`src/rtl/hazard_ctrl_seq.sv`:
```
// Sequential hazard controller for the 5-stage RV32I pipeline: stage stall/flush,
// EX forwarding selects, multi-cycle load-use bubbles and a stall-cycle counter.
//
// state     | meaning
// ----------+-----------------------------------------------------------
// S_RUN     | normal flow; a load-use hit inserts the first bubble
// S_LU_WAIT | further load-use bubbles while the slow load completes
module hazard_ctrl_seq #(
    parameter int REG_AW   = 5,
    parameter int LOAD_LAT = 1,
    parameter int CNT_W    = 32
) (
    input  logic              clk_i,
    input  logic              CpuRst_i,
    input  logic              ICacheMiss_i,
    input  logic              DCacheMiss_i,
    input  logic              BranchE_i,
    input  logic              JalrE_i,
    input  logic              JalD_i,
    input  logic [REG_AW-1:0] Rs1D_i,
    input  logic [REG_AW-1:0] Rs2D_i,
    input  logic [REG_AW-1:0] Rs1E_i,
    input  logic [REG_AW-1:0] Rs2E_i,
    input  logic [REG_AW-1:0] RdE_i,
    input  logic [REG_AW-1:0] RdM_i,
    input  logic [REG_AW-1:0] RdW_i,
    input  logic [1:0]        RegReadD_i,
    input  logic [1:0]        RegReadE_i,
    input  logic              MemToRegE_i,
    input  logic [2:0]        RegWriteM_i,
    input  logic [2:0]        RegWriteW_i,
    output logic              StallF_o,
    output logic              FlushF_o,
    output logic              StallD_o,
    output logic              FlushD_o,
    output logic              StallE_o,
    output logic              FlushE_o,
    output logic              StallM_o,
    output logic              FlushM_o,
    output logic              StallW_o,
    output logic              FlushW_o,
    output logic [1:0]        Forward1E_o,
    output logic [1:0]        Forward2E_o,
    output logic [CNT_W-1:0]  StallCount_o
);

    localparam logic [0:0] S_RUN     = 1'b0;
    localparam logic [0:0] S_LU_WAIT = 1'b1;

    localparam int             LCW     = $clog2(LOAD_LAT + 1);
    localparam logic [LCW-1:0] LU_LOAD = LCW'(LOAD_LAT - 1);
    localparam logic [LCW-1:0] LU_LAST = LCW'(1);
    localparam bit             MULTI   = (LOAD_LAT > 1);

    logic [0:0]       state_q, state_d;
    logic [LCW-1:0]   lu_cnt_q, lu_cnt_d;
    logic             redir_pend_q, redir_pend_d;
    logic [CNT_W-1:0] cnt_q, cnt_d;

    logic lu_hit, in_wait, lu_act, redir;
    logic m_hit1, w_hit1, m_hit2, w_hit2;

    assign lu_hit  = MemToRegE_i && (RdE_i != '0) &&
                     ((RegReadD_i[1] && (RdE_i == Rs1D_i)) ||
                      (RegReadD_i[0] && (RdE_i == Rs2D_i)));
    assign in_wait = (state_q == S_LU_WAIT);
    assign lu_act  = lu_hit || in_wait;
    assign redir   = BranchE_i || JalrE_i;

    assign m_hit1 = (RdM_i != '0) && (|RegWriteM_i) && RegReadE_i[1] && (RdM_i == Rs1E_i);
    assign w_hit1 = (RdW_i != '0) && (|RegWriteW_i) && RegReadE_i[1] && (RdW_i == Rs1E_i);
    assign m_hit2 = (RdM_i != '0) && (|RegWriteM_i) && RegReadE_i[0] && (RdM_i == Rs2E_i);
    assign w_hit2 = (RdW_i != '0) && (|RegWriteW_i) && RegReadE_i[0] && (RdW_i == Rs2E_i);

    always_comb begin
        StallF_o    = 1'b0;
        FlushF_o    = 1'b0;
        StallD_o    = 1'b0;
        FlushD_o    = 1'b0;
        StallE_o    = 1'b0;
        FlushE_o    = 1'b0;
        StallM_o    = 1'b0;
        FlushM_o    = 1'b0;
        StallW_o    = 1'b0;
        FlushW_o    = 1'b0;
        Forward1E_o = {m_hit1, w_hit1 && !m_hit1};
        Forward2E_o = {m_hit2, w_hit2 && !m_hit2};
        if (CpuRst_i) begin
            FlushF_o    = 1'b1;
            FlushD_o    = 1'b1;
            FlushE_o    = 1'b1;
            FlushM_o    = 1'b1;
            FlushW_o    = 1'b1;
            Forward1E_o = 2'b00;
            Forward2E_o = 2'b00;
        end else if (DCacheMiss_i) begin
            // Whole pipe freezes; a branch held in EX re-asserts after the miss.
            StallF_o = 1'b1;
            StallD_o = 1'b1;
            StallE_o = 1'b1;
            StallM_o = 1'b1;
            StallW_o = 1'b1;
        end else begin
            StallF_o = !redir && (ICacheMiss_i || lu_act);
            StallD_o = !redir && lu_act;
            FlushD_o = redir || (JalD_i && !lu_act) || (ICacheMiss_i && !lu_act) ||
                       (redir_pend_q && !ICacheMiss_i);
            FlushE_o = redir || lu_act;
        end
    end

    always_comb begin
        state_d      = state_q;
        lu_cnt_d     = lu_cnt_q;
        redir_pend_d = redir_pend_q;
        if (!DCacheMiss_i) begin
            if (redir) begin
                state_d  = S_RUN;
                lu_cnt_d = '0;
            end else if (in_wait) begin
                lu_cnt_d = lu_cnt_q - 1'b1;
                if (lu_cnt_q == LU_LAST) state_d = S_RUN;
            end else if (lu_hit && MULTI) begin
                state_d  = S_LU_WAIT;
                lu_cnt_d = LU_LOAD;
            end
            // Remember a redirect whose wrong-path fetch is still outstanding.
            if (redir && ICacheMiss_i)  redir_pend_d = 1'b1;
            else if (!ICacheMiss_i)     redir_pend_d = 1'b0;
        end
        cnt_d = (StallF_o && (cnt_q != '1)) ? cnt_q + 1'b1 : cnt_q;
    end

    always_ff @(posedge clk_i or posedge CpuRst_i) begin
        if (CpuRst_i) begin
            state_q      <= S_RUN;
            lu_cnt_q     <= '0;
            redir_pend_q <= 1'b0;
            cnt_q        <= '0;
        end else begin
            state_q      <= state_d;
            lu_cnt_q     <= lu_cnt_d;
            redir_pend_q <= redir_pend_d;
            cnt_q        <= cnt_d;
        end
    end

    assign StallCount_o = cnt_q;

endmodule

```
`config.mk`:
```
export PLATFORM = sky130hd
export DESIGN_NAME = hazard_ctrl_seq
export DESIGN_NICKNAME = d
export VERILOG_FILES = /design/src/rtl/hazard_ctrl_seq.sv
export SDC_FILE = /design/constraint.sdc
export NUM_CORES = 1
export LEC_CHECK = 0
export BUFFER_PORTS_ARGS = -buffer_cell sky130_fd_sc_hd__buf_2
export CORE_ASPECT_RATIO = 0.8
export CORE_MARGIN = 1
export CORE_UTILIZATION = 36
export DETAILED_ROUTE_END_ITERATION = 8
export PLACE_DENSITY = 0.67
export SLEW_MARGIN = 10
export SYNTH_ARGS = -nofsm -noshare
export SYNTH_HDL_FRONTEND = slang
export SYNTH_SLANG_ARGS = --single-unit
```
`constraint.sdc`:
```
create_clock -name clk_i -period 2.8 [get_ports clk_i]
set_input_delay 0.14 -clock clk_i [delete_from_list [all_inputs] [get_ports clk_i]]
set_output_delay 0.14 -clock clk_i [all_outputs]
set_load 0.02 [all_outputs]
```
==> results.yml <==
run_status:
  status: "finished clean"
power:
  ir_drop_mv: 0.371
  clkPwrFrac: 0.251
  power_density_nw_per_um2: 463
  switching_share: 0.350
  switching_power_uw: 482
  p_seq_frac: 0.460
  power.leakage_uw: 0.00148
  p_int_uw: 893
  combPwrFrac: 0.289
final_layout:
  fill_cells: 608
  stdcell_count: 430
  nNetsFinal: 402
  postLayoutCoreUtil: 0.487
  insertedDiodeCount: 0
  drive_gt1_frac: 0.335
  syn2layout_area_growth_pct: 27.0
  final_cell_area_sq_um: 2970
worst_setup_path:
  cp_data_arrival_time_ps: 2560
  worstSetupStartpointType: "register"
  cp_data_required_time_ps: 2980
  path_max_fanout: 7
  endpoint_kind: "register"
  critPathKind: "register to register"
clock_network:
  hold_buffers: 0
  cts_buffers: 5
  clock_latency_ps: 280
  tritoncts: "built"
  cts.htree.levels: 2
  cts_resized: 0
  cts_sinks: 35
  post_cts_buffers: 0
  clockRootBuffer: "clkbuf_8"
  clk_pin_slew_ps: 70
  clockBufferDepth: 2
floorplan:
  coreArea_sq_um: 6100
  die_h_microns: 74.1
  start_util: 0.384
  io_pins: 99
  dieWidth_microns: 92.1
  num_rows: 25
  dieArea_sq_um: 6830
timing:
  setup_slack_ps: 414
  grt_setup_unrepaired: "false"
  fmax_mhz: 419
  maxSlewViolCount: 0
  hold_viol_final: 0
  final-setup-viol-count: 0
  finalCritPeriodShare: 0.852
  slew_headroom: 0.605
  worstMarginPinSlew_ps: 589
  fin_worst_skew_ps: 9.46
  fin_crit_ps: 2390
  fin_setup_tns_ps: 0
routing:
  viasPerCell: 5.12
  drt-pass1-iter-count: 4
  ant_nets: 0
  drtIter0Drc: 99
  vias: 2201
  wire_per_inst_microns: 13.9
  drc: 0
  drt-total-wl_microns: 5990
yosys:
  synth-seq-cells: 35
  synth.net_count: 305
  synth-main-ff-cell: "dfrtp_1"
  seq_area_frac_synth: 0.374
  synth_edf_count: 0
  synth.distinct_cells: 43
  synth.cell_area_sq_um: 2340
  synth_area_per_cell_sq_um: 9.32
  async_reset_ff_frac: 1.00
  synth_top_area_cell: "dfrtp_1"
  synth_area_leaders: "dfrtp_1, xor2_1, xnor2_1"
  synth_cells: 251
  synth_top_area_frac: 0.374
  synth_warnings: 0
placed_design:
  post-place-ws_ps: 418
  hpwlAfterDp_microns: 4720
  dp_cells: 422
  dpl_cell_area_sq_um: 2890
  portBuffers: 98
  routabilityCongestion: 0.856
hold_path:
  hold_class: "input pin to asynchronous set/reset pin"
grt:
  grt_max_degree: 31
  globalRouteOverflowTotal: 0
  grt_pass1_wl_microns: 10100
  grt_pass1_vias: 2077
  antenna_found_initial: 0
  grt_use_total: 0.185
run:
  cap_viol_max_count: 0
-- metal layers --
layer / up-vias / GRT usage / wire length, microns
li1: 1106 / - / -
met1: 1048 / 0.267 / 3010
met2: 45 / 0.286 / 2680
met3: 2 / 0.0389 / 277
met4: 0 / 0.0434 / 16
met5: - / 0 / 0
-- logic make-up (layout without fill, tap and decap cells) --
group | count (synthesis) | count (layout) | synth area share
adder cells (fa/ha/maj) | 1 | 1 | 0.00535
buffers and inverters | 17 | 115 | 0.0449
AND/OR/NAND/NOR | 122 | 122 | 0.299
XOR/XNOR | 61 | 61 | 0.228
multiplexers | 1 | 1 | 0.00481
AO/OA/AOI/OAI | 14 | 14 | 0.0428
flip-flops | 35 | 35 | 0.374
-- area by class of cell --
class / instances / area [sq um] / area share
clock buffer: 7 / 76.3 / 0.0257
clock inverter: 1 / 5.00 / 0.00168
inverter: 3 / 11.3 / 0.00379
multi-input combinational: 199 / 1370 / 0.460
sequential: 35 / 876 / 0.295
tap: 81 / 101 / 0.0341
timing repair buffer: 104 / 536 / 0.180
-- synth_stat cells, drive strengths merged (4+ instances only) --
cell type and count:
nor4 22, nand2 15, nor2 14, nand4 9
xor2 45, and3 4, or4 8, xnor2 16
nand3 16, dfrtp 35, buf 11, nor3 18
or3 4
-- power by group through the flow --
| stage | Combinational, uW | Sequential (uW) | Clock (uW) |
|---|---|---|---|
| 6_report | 398 | 633 | 345 |
| 4_1_cts | 403 | 633 | 357 |
| 3_5_place_dp | 401 | 642 | 0 |
| 5_1_grt | 437 | 645 | 381 |
| 2_1_floorplan | 184 | 701 | 0 |
| 3_3_place_gp | 399 | 637 | 0 |
-- layout by cell type, fill, tap and decap left out, types with 2 or more instances in the layout --
master	synthesis	final
a21oi_1	2	2
and2_1	2	2
and3_1	4	4
and4_1	2	2
buf_2	2	98
buf_4	6	6
clkbuf_1	2	2
clkbuf_8	0	5
dfrtp_1	35	35
inv_1	2	2
nand2_1	15	15
nand2b_1	2	2
nand3_1	16	16
nand4_1	8	8
nor2_1	14	14
nor3_1	17	17
nor4_1	22	21
o21a_1	2	2
o21ai_0	3	3
or3_1	3	3
or4_1	7	7
or4b_1	3	3
xnor2_1	16	16
xor2_1	45	45
-- stage by stage --
stage | total power (uW) | hold slack [ps]
after CTS | 1390 | 108
final | 1380 | 104
after detailed placement | 1040 | 419
after global routing | 1460 | 145
after floorplan | 885 | 271
after global placement | 1040 | 408
-- worst paths after layout --
path / startpoint / to / slack [ps] / depth (start not counted)
max reg2reg: StallCount_o[2] / StallCount_o[21] / 410 / 6
min: CpuRst_i / StallCount_o[17] / 100 / 2
max: StallCount_o[2] / StallCount_o[21] / 410 / 6
min in group clk_i: ICacheMiss_i / redir_pend_q / 130 / 2
min reg2reg: StallCount_o[4] / StallCount_o[4] / 480 / 1
max in group asynchronous: CpuRst_i / StallCount_o[11] / 2070 / 3
-- state kept, by name (all words and copies together) (netlist names) --
signal        cells
StallCount_o     32
redir_pend_q      1
in_wait           1
lu_cnt_q          1
-- worst max-delay path: stages, from the launching register on --
cell and delay (ps):
dfrtp_1 410, and3_1 330, nand4_4 130, or3_1 450, or4b_1 490, or3_1 330
xnor2_1 130
Power figures use the tool's default switching activity.
